===== src/rtl/gray_unpack.sv =====
// Receive-side unpacker: takes one 32-bit word of four Gray-coded bytes and
// emits them one at a time as binary bytes, flagging the last byte of each word.
module gray_unpack #(
  parameter bit MSB_FIRST = 1'b1
) (
  input  logic        clk,
  input  logic        rst_n,
  input  logic [31:0] in_word,
  input  logic        in_valid,
  output logic        in_ready,
  output logic [7:0]  out_byte,
  output logic        out_valid,
  input  logic        out_ready,
  output logic        out_last,
  output logic [15:0] word_cnt
);

  // Handshake rule on both ports: a beat moves on a rising edge only when
  // valid and ready are both high; valid never drops and data never changes
  // while the beat is waiting for ready.

  typedef enum logic {
    IDLE  = 1'b0,
    SHIFT = 1'b1
  } state_t;

  state_t      state_q, state_d;
  logic [1:0]  idx_q, idx_d;
  logic [31:0] hold_q, hold_d;
  logic [15:0] word_cnt_q, word_cnt_d;

  logic       accept;
  logic       xfer;
  logic [1:0] lane;
  logic [7:0] gray_sel;

  function automatic logic [7:0] gray2bin(input logic [7:0] g);
    logic [7:0] b;
    b[7] = g[7];
    for (int i = 6; i >= 0; i--) begin
      b[i] = b[i+1] ^ g[i];
    end
    return b;
  endfunction

  always_comb begin
    out_valid = (state_q == SHIFT);
    out_last  = out_valid & (idx_q == 2'd3);
    xfer      = out_valid & out_ready;
    // The only combinational input-to-output path: a new word may be taken
    // in the same cycle the last byte of the current word leaves.
    in_ready  = rst_n & ((state_q == IDLE) | (xfer & (idx_q == 2'd3)));
    accept    = in_valid & in_ready;

    lane      = MSB_FIRST ? ~idx_q : idx_q;
    gray_sel  = hold_q[{lane, 3'b000} +: 8];
    out_byte  = gray2bin(gray_sel);
    word_cnt  = word_cnt_q;
  end

  always_comb begin
    state_d    = state_q;
    idx_d      = idx_q;
    hold_d     = hold_q;
    word_cnt_d = word_cnt_q;
    case (state_q)
      IDLE: begin
        if (accept) begin
          hold_d  = in_word;
          idx_d   = 2'd0;
          state_d = SHIFT;
        end
      end
      SHIFT: begin
        if (xfer) begin
          if (idx_q != 2'd3) begin
            idx_d = idx_q + 2'd1;
          end else begin
            word_cnt_d = word_cnt_q + 16'd1;
            if (accept) begin
              hold_d = in_word;
              idx_d  = 2'd0;
            end else begin
              state_d = IDLE;
            end
          end
        end
      end
      default: state_d = IDLE;
    endcase
  end

  always_ff @(posedge clk) begin
    if (!rst_n) begin
      state_q    <= IDLE;
      idx_q      <= 2'd0;
      hold_q     <= 32'd0;
      word_cnt_q <= 16'd0;
    end else begin
      state_q    <= state_d;
      idx_q      <= idx_d;
      hold_q     <= hold_d;
      word_cnt_q <= word_cnt_d;
    end
  end

endmodule


===== config.mk =====
export PLATFORM = sky130hd
export DESIGN_NAME = gray_unpack
export DESIGN_NICKNAME = d
export VERILOG_FILES = /design/src/rtl/gray_unpack.sv
export SDC_FILE = /design/constraint.sdc
export NUM_CORES = 1
export LEC_CHECK = 0
export CAP_MARGIN = 5
export CORE_ASPECT_RATIO = 1.25
export CORE_MARGIN = 2
export CORE_UTILIZATION = 48
export DETAILED_ROUTE_END_ITERATION = 8
export GPL_ROUTABILITY_DRIVEN = 0
export PLACE_DENSITY_LB_ADDON = 0.1
export SYNTH_ARGS = -nofsm -noshare
export SYNTH_HDL_FRONTEND = slang
export SYNTH_SLANG_ARGS = --single-unit

===== constraint.sdc =====
create_clock -name clk -period 3.27 [get_ports clk]
set_input_delay 0.654 -clock clk [delete_from_list [all_inputs] [get_ports clk]]
set_output_delay 0.654 -clock clk [all_outputs]
set_load 0.03 [all_outputs]

Yosys cells after proc, flatten, opt, wreduce, memory -nomap -nowiden

Cells that the tools add are included.
W data, S select, Z words.

Add/subtract/negate cells: 2
Eq/ne operators: 4
Shift operators: 1
Multiplexer cells: 12
Bitwise operators: 16
Reduce and logical (&&, ||, !) cells: 2

Operators by type and width:

| operator                | number |
|---|---|
| $mux W32                | 3 |
| $pmux W32 S2            | 1 |
| $shiftx A32 B6 Y8       | 1 |
| $add A16 B1 Y16 const B | 1 |
| $xor A1 B1 Y1           | 7 |
| $mux W2                 | 3 |
| $and A1 B1 Y1           | 5 |
| $ne A2 B2 Y1 const B    | 2 |
| $pmux W2 S2             | 1 |
| $mux W1                 | 3 |
| $reduce_and A3 Y1       | 1 |
| $add A2 B1 Y2 const B   | 1 |
| $eq A2 B2 Y1 const B    | 1 |
| $ne A2 B1 Y1 const B    | 1 |
| $not A1 Y1              | 2 |
| $not A2 Y2              | 1 |
| $pmux W1 S2             | 1 |
| $reduce_and A2 Y1       | 1 |
| $or A1 B1 Y1            | 1 |

Register bits: 51
Input port bits: 36
Output and inout port bits: 27
Word-level logic and storage cells: 41

Depth between registers and ports, before layout

Gate-level depths: netlist (run 1).

Depth in word-level cells: 9
Depth in mapped cells: 6
Mapped depth without buffers: 5

Worst setup path after synthesis (run 1)

No wires, ideal clock.

Path type: flip-flop to output port
From: register idx_q[0]
To: output port out_byte[0]
Arrival time: 2.295 ns
Data required time: 2.616 ns
Setup slack: 0.321 ns
Cell stages (with the launch flop): 5
Path buffers: 0
Cell sequence: dfxtp_1 > mux4_2 > xnor2_4 > xnor3_2 > xnor2_1

Longest elaborated chain between the ends: 9

RTL lines:

| what                       | line | RTL |
|---|---|---|
| start: declaration         | 28   | `logic [1:0] idx_q, idx_d;` |
| start signal: assignment   | 101  | `idx_q <= idx_d;` |
| $not A2 Y2                 | 55   | `lane = MSB_FIRST ? ~idx_q : idx_q;` |
| $shiftx A32 B6 Y8          | 56   | `gray_sel = hold_q[{lane, 3'b000} +: 8];` |
| net out_byte[7]            | 11   | `output logic [7:0] out_byte,` |
| $xor A1 B1 Y1 (7 in a row) | 41   | `b[i] = b[i+1] ^ g[i];` |
| end: declaration           | 11   |  |

The timed path passes the listed nets, and every way through them passes these cells.

Worst setup path after layout (run 1)

From: register idx_q[1]
To: output port out_byte[4]

Longest elaborated chain between the ends: 5

RTL lines:

| what                       | line |
|---|---|
| $not A2 Y2 (*)             | 55 |
| $shiftx A32 B6 Y8 (*)      | 56 |
| $xor A1 B1 Y1 (2 in a row) | 41 |
| $xor A1 B1 Y1 (*)          | 41 |

Mark *: on every way between the ends. The rest lies on a longest branch, timed or not.

==> impl_metrics.csv, run 1 <==
group,metric,value,unit
status,status,"completed",
placed_design,place_inst,378,
yosys,synthesis.instances,264,
pwr,leakage,1.30,nW
routing,drtAntennaViolNets,0,
finish,fillCellCount,419,
floorplan,dieArea,5410,um2
yosys,synth-edff-count,0,
yosys,synth_ff_type,"dfxtp_1",
pwr,p_switching,0.000386,W
placed_design,hpwl,3600,um
floorplan,num_rows,28,
worst_hold_path,hold_path_class,"flop to flop",
pwr,sw_frac_of_total,0.279,
sta,fin_skew,0.00784,ns
cts,cts_tree,"yes",
cts,clkSinkCount,51,
global_routing,antenna_found_initial,0,
yosys,yosys_register_bits,51,
global_routing,grtUsageTotal,0.198,
finish,register_area,1020,um2
critical_path,slowest_stage,"mux4_1",
pwr,seqPwrFrac,0.482,
finish,instances_no_fill,386,
sta,fin_ws,0.168,ns
sta,rsz0062_at_grt,"false",
cts,numCtsBuffers,5,
pwr,total_power,0.00138,W
global_routing,grt_max_degree,34,
critical_path,path_max_fanout,6,
cts,cts_max_level,2,
cts,clkLatencyLatePin,0.30,ns
yosys,syn_nets,302,
finish,multi_input_comb_area,1220,um2
critical_path,cp-start-kind,"flop",
yosys,syn_area,2320,um2
cts,root_buffer,"clkbuf_8",
sta,hold_violations,0,
pwr,powerDensity,446,nW/um2
critical_path,crit_type,"flop to output pin",
yosys,async_reset_ff_frac,0,
floorplan,io_pins,63,
global_routing,grt_pass1_vias,1897,
pwr,vdd_ir_drop_max,0.267,mV
critical_path,cp_cell_sequence,"mux4_1, xnor2_2, xnor2_1, inv_1, clkdlybuf4s50_1",
cts,clk_pin_slew_worst_paths,0.08,ns
routing,wl,4900,um
placed_design,numPortBuffers,62,
routing,drt_iter0_drc,121,
floorplan,core_area,4690,um2
floorplan,start_util,0.494,
finish,drive_above_1_share,0.0798,
yosys,ys_seq_area_frac,0.440,
yosys,ys_types,32,
routing,drc_errors,0,
sta,slew-limit-headroom,0.451,
job,cap_violations,0,
routing,wl_per_cell,12.7,um
sta,clock.fmax,322,MHz
floorplan,die_w,66.2,um
cts,clock_path_buffers,2,
routing,vias,2020,
sta,finalCriticalPeriod,3.10,ns
yosys,yosysWarnings,0,
global_routing,grt_pass1_wl,8290,um
sta,finalCritPeriodShare,0.949,
sta,setup_violations,0,
floorplan,die_h,81.7,um
pwr,pwr-share-comb,0.236,
finish,final_net_count,363,
critical_path,critPathMaxStageDelay,0.62,ns
finish,syn2layout_area_growth,33.5,%
pwr,internal-power,0.000996,W
finish,diodes,0,
global_routing,gr-total-overflow,0,
critical_path,crit_required,2.62,ns
sta,worst_pin_slew,0.820,ns
routing,viasPerCell,5.23,
critical_path,setup.worst_path.end_class,"output pin",
critical_path,crit_arrival,2.45,ns
routing,firstDrtPassIters,4,
sta,tns,0,ns
placed_design,dpl_worst_slack,0.209,ns
sta,drv_slew,0,
pwr,clkPwrFrac,0.282,
yosys,syn_area_per_cell,8.79,um2
worst paths after layout:
kind,depth (start not counted),slack [ns],startpoint,to
worst max-delay path,5,0.17,idx_q[1],out_byte[4]
worst min-delay path,2,0.45,hold_q[5],hold_q[5]
worst min register to register,2,0.45,hold_q[5],hold_q[5]
worst max register to register,7,0.98,idx_q[0],hold_q[13]
cells in the mapped netlist (2+ instances only):
cell type	count	area share
buf_1	3	0.0049
ha_1	2	0.011
clkbuf_1	10	0.016
or3_1	4	0.011
inv_1	6	0.0097
o21ai_0	6	0.013
nand2_1	68	0.11
and4_1	3	0.011
nor2_1	13	0.021
or4_1	3	0.0097
a21oi_1	8	0.017
xor2_1	10	0.038
and2_1	3	0.0081
nand3_1	37	0.080
nand3b_1	3	0.0097
mux4_2	3	0.029
xnor2_1	5	0.019
nand4_1	6	0.016
mux4_1	5	0.057
o31ai_1	3	0.0097
nor3b_1	2	0.0065
dfxtp_1	51	0.44
per-layer routing:
layer  vias to the layer above  global-route usage  wire length, um
li1                       1032                   -                -
met2                        55               0.350             2520
met4                         0              0.0755               88
met5                         -                   0                0
met1                       925               0.234             2090
met3                         8              0.0438              200
cell families (layout without fill, tap and decap cells):
kind of cell	after synthesis	in the layout	share of synthesized area
AOI/OAI and AO/OA	19	19	0.0469
buffers and inverters	21	83	0.0378
and+or+nand+nor	144	144	0.289
muxes	9	9	0.0901
adders and majority gates	2	2	0.0108
DFF	51	51	0.440
xor gates and xnor gates	18	18	0.0858
cell type report:
class | count | area share
Timing Repair Buffer | 69 | 0.214
Inverter | 6 | 0.00727
Clock buffer | 8 | 0.0323
Tap cell | 60 | 0.0242
Multi-Input combinational cell | 192 | 0.393
Sequential cell | 51 | 0.330
power by group through the flow:
stage / Combinational, W / Sequential (W) / Clock [W]
2_1_floorplan: 0.000200 / 0.000675 / 0
3_3_place_gp: 0.000329 / 0.000679 / 0
3_5_place_dp: 0.000331 / 0.000680 / 0
4_1_cts: 0.000329 / 0.000666 / 0.000405
5_1_grt: 0.000347 / 0.000669 / 0.000430
6_report: 0.000326 / 0.000666 / 0.000390
metrics by stage:
| step | area (um2) | hold slack, ns | util |
|---|---|---|---|
| 6_report | 3100 | 0.452 | 0.660 |
| 2_1_floorplan | 2320 | 0.429 | - |
| 3_3_place_gp | 3000 | 0.441 | 0.639 |
| 4_1_cts | 3100 | 0.457 | 0.660 |
| 5_1_grt | 3100 | 0.470 | 0.660 |
| 3_5_place_dp | 3000 | 0.443 | 0.639 |
worst max-delay path: cells and delay by family, from the launching register on:
kind | cells | cell delay [ns]
flops | 1 | 0.41
xor+xnor | 2 | 0.46
buf+inv | 2 | 0.66
mux | 1 | 0.62
timing repair:
item	in CTS	in global routing
gates cloned	0	0
setup buffers	0	0
resized for setup	1	1
endpoints found under the setup margin	1	1
hold buffers	0	0
registers in the layout, summed over array words and instances, names as in the netlist:
signal and flops:
word_cnt 16, out_valid 1, idx_q 2, hold_q 32
layout by cell type, fill, tap and decap left out, types with 4 or more instances in the layout:
cell              n
mux4_1            5
nand4_1           6
or3_1             4
nor2_1           13
clkbuf_8          7
o21ai_0           6
buf_4            11
xor2_1           10
xnor2_1           5
a21oi_1           8
clkdlybuf4s50_1  57
nand2_1          68
inv_1             6
dfxtp_1          50
nand3_1          37
No activity file was read; power rests on OpenSTA's default activity.
==> run 2: changes to the inputs <==
--- a/config.mk
+++ b/config.mk
@@ -6,12 +6,15 @@
 export NUM_CORES = 1
 export LEC_CHECK = 0
 export CAP_MARGIN = 5
+export CELL_PAD_IN_SITES_DETAIL_PLACEMENT = 1
+export CELL_PAD_IN_SITES_GLOBAL_PLACEMENT = 2
 export CORE_ASPECT_RATIO = 1.25
 export CORE_MARGIN = 2
-export CORE_UTILIZATION = 48
+export CORE_UTILIZATION = 28
 export DETAILED_ROUTE_END_ITERATION = 8
 export GPL_ROUTABILITY_DRIVEN = 0
 export PLACE_DENSITY_LB_ADDON = 0.1
+export SLEW_MARGIN = 10
 export SYNTH_ARGS = -nofsm -noshare
 export SYNTH_HDL_FRONTEND = slang
 export SYNTH_SLANG_ARGS = --single-unit
==> constraint.sdc (replaced) <==
create_clock -name clk -period 3.27 [get_ports clk]
set_input_delay 0.8175 -clock clk [delete_from_list [all_inputs] [get_ports clk]]
set_output_delay 0.8175 -clock clk [all_outputs]
set_load 0.03 [all_outputs]
==> run 2 against run 1 <==
Die area grew 67%. Clock power down 9.2%. Largest power group unchanged. Hold slack gained 0.0044 ns. Sequential share of layout area down 0.70 points. Final cell count rose by 11%. Power down 0.50%. Critical endpoint is now out_byte[0].
==> impl_metrics.csv, run 2 (synthesis gave the netlist of run 1 again) <==
group,metric,value,unit
status,status,"completed",
pwr,leakage,1.32,nW
sta,slew-limit-headroom,0.684,
cts,root_buffer,"clkbuf_8",
critical_path,path_max_fanout,6,
cts,hold_buffers,0,
pwr,vdd_ir_drop_max,0.368,mV
critical_path,cp-start-kind,"flop",
sta,fin_skew,0.00918,ns
finish,most-common-layout-cells,"nand2_1 (68), clkdlybuf4s50_1 (55), dfxtp_1 (50), nand3_1 (37), buf_4 (16)",
floorplan,dieArea,9030,um2
sta,hold_violations,0,
pwr,total_power,0.00137,W
global_routing,gr-total-overflow,0,
placed_design,numPortBuffers,62,
critical_path,setup.worst_path.end_class,"output pin",
routing,wl_per_cell,15.3,um
sta,worst_pin_slew,0.470,ns
routing,drtAntennaViolNets,0,
floorplan,core_area,8150,um2
routing,drt_iter0_drc,39,
cts,cts_max_level,2,
floorplan,die_h,106,um
critical_path,cp_cell_sequence,"buf_4, mux4_2, xor2_1, xnor3_2, xnor2_2, buf_4",
critical_path,slowest_stage,"mux4_2",
sta,finalCritPeriodShare,0.976,
critical_path,critPathMaxStageDelay,0.53,ns
critical_path,r2r_cells,6,
sta,finalCriticalPeriod,3.19,ns
worst_hold_path,min_from,"hold_q[25]",
cts,cts_tree,"yes",
cts,clkLatencyLatePin,0.30,ns
finish,diodes,0,
finish,final_core_util,0.389,
cts,clock_path_buffers,2,
placed_design,hpwl,4690,um
floorplan,num_rows,37,
finish,largest_reg_flops,32,
floorplan,die_w,85.4,um
floorplan,start_util,0.285,
critical_path,path_buf_inv,2,
global_routing,antenna_found_initial,0,
worst_hold_path,hold_path_class,"flop to flop",
finish,final_net_count,368,
sta,drv_slew,0,
placed_design,place_inst,416,
global_routing,grt_pass1_wl,10300,um
pwr,powerDensity,433,nW/um2
job,cap_violations,0,
global_routing,grt_pass1_vias,2130,
global_routing,grt_max_degree,34,
routing,vias,2098,
cts,clk_pin_slew_worst_paths,0.09,ns
sta,tns,0,ns
worst_hold_path,whs_endpoint,"hold_q[25]",
finish,mostFrequentLayoutCell,"nand2_1",
cts,numCtsBuffers,5,
finish,regMostFlops,"hold_q",
finish,instances_no_fill,428,
global_routing,grtUsageTotal,0.146,
routing,drc_errors,0,
finish,drive_above_1_share,0.106,
sta,setup_violations,0,
critical_path,r2r-end,"word_cnt[15]",
critical_path,crit_top_cell,"buf_4",
cts,clkSinkCount,51,
floorplan,io_pins,63,
routing,viasPerCell,4.90,
critical_path,cpLargestDelayFamily,"XOR/XNOR gates",
finish,syn2layout_area_growth,36.8,%
critical_path,crit_type,"flop to output pin",
worst_hold_path,hold_depth,2,
critical_path,rrSetupSlack,1.16,ns
sta,clock.fmax,313,MHz
routing,firstDrtPassIters,4,
critical_path,timing.rr.start,"idx_q[0]",
critical_path,crit_arrival,2.37,ns
critical_path,crit_required,2.45,ns
routing,wl,6550,um
run 2: changes by cell type in the layout (fill, tap and decap cells not counted):
cell | previous run | this run
xnor2_1 | 5 | 3
buf_4 | 11 | 16
dlygate4sd2_1 | 1 | 2
mux4_2 | 3 | 5
clkinv_2 | 0 | 1
xnor2_2 | 1 | 3
clkdlybuf4s50_1 | 57 | 55
dfxtp_4 | 0 | 1
clkbuf_1 | 1 | 2
mux4_1 | 5 | 3
buf_6 | 0 | 1
clkbuf_8 | 7 | 5
dfxtp_2 | 1 | 0
run 2: tightest hold or removal path, delay by kind of cell (launching register included):
| kind | cells | cell delay, ns |
|---|---|---|
| flops | 1 | 0.31 |
| simple gates | 2 | 0.10 |
run 2: worst max path at each step:
| stage | from | end | slack [ns] | cells after the start |
|---|---|---|---|---|
| global placement | idx_q[1] | out_byte[4] | 0.18 | 5 |
| CTS | idx_q[1] | out_byte[1] | 0.02 | 5 |
| global route | idx_q[1] | out_byte[1] | -0.003 | 6 |
| detailed placement | idx_q[1] | out_byte[4] | 0.13 | 5 |
| floorplan | idx_q[0] | out_byte[0] | 0.16 | 4 |
| finish | idx_q[1] | out_byte[0] | 0.08 | 6 |
run 2: power by group:
group | switching (W) | total, W | leakage, nW | internal, W
Sequential | 0.0000210 | 0.000670 | 0.418 | 0.000649
Clock | 0.000203 | 0.000354 | 0.0422 | 0.000151
Combinational | 0.000187 | 0.000350 | 0.864 | 0.000163
Total | 0.000411 | 0.00137 | 1.32 | 0.000963
run 2: routing by layer:
layer / track usage / vias to the layer above / part of all wire
li1: - / 1039 / -
met1: 0.169 / 1002 / 0.42
met2: 0.268 / 49 / 0.53
met3: 0.0282 / 8 / 0.037
met4: 0.0431 / 0 / 0.010
met5: 0 / - / 0
run 2: repair_timing:
item	in CTS	in global routing
setup buffers	0	4
endpoints found under the setup margin	5	2
gates resized for setup	4	5
pin swaps	0	4
run 2: layout make-up:
class | instances | area [um2]
Clock buffer | 7 | 76.3
Clock inverter | 1 | 5.00
Fill cell | 974 | 4970
Inverter | 6 | 22.5
Multi-Input combinational cell | 192 | 1220
Sequential cell | 51 | 1020
Tap cell | 97 | 121
Timing Repair Buffer | 74 | 699
run 2: through the flow:
stage / setup WS (ns) / hold slack (ns) / instance area, um2
after floorplan: 0.158 / 0.429 / 2320
after global placement: 0.179 / 0.442 / 3050
after detailed placement: 0.128 / 0.449 / 3050
after CTS: 0.0229 / 0.464 / 3130
after global routing: -0.00311 / 0.472 / 3170
final: 0.0799 / 0.456 / 3170
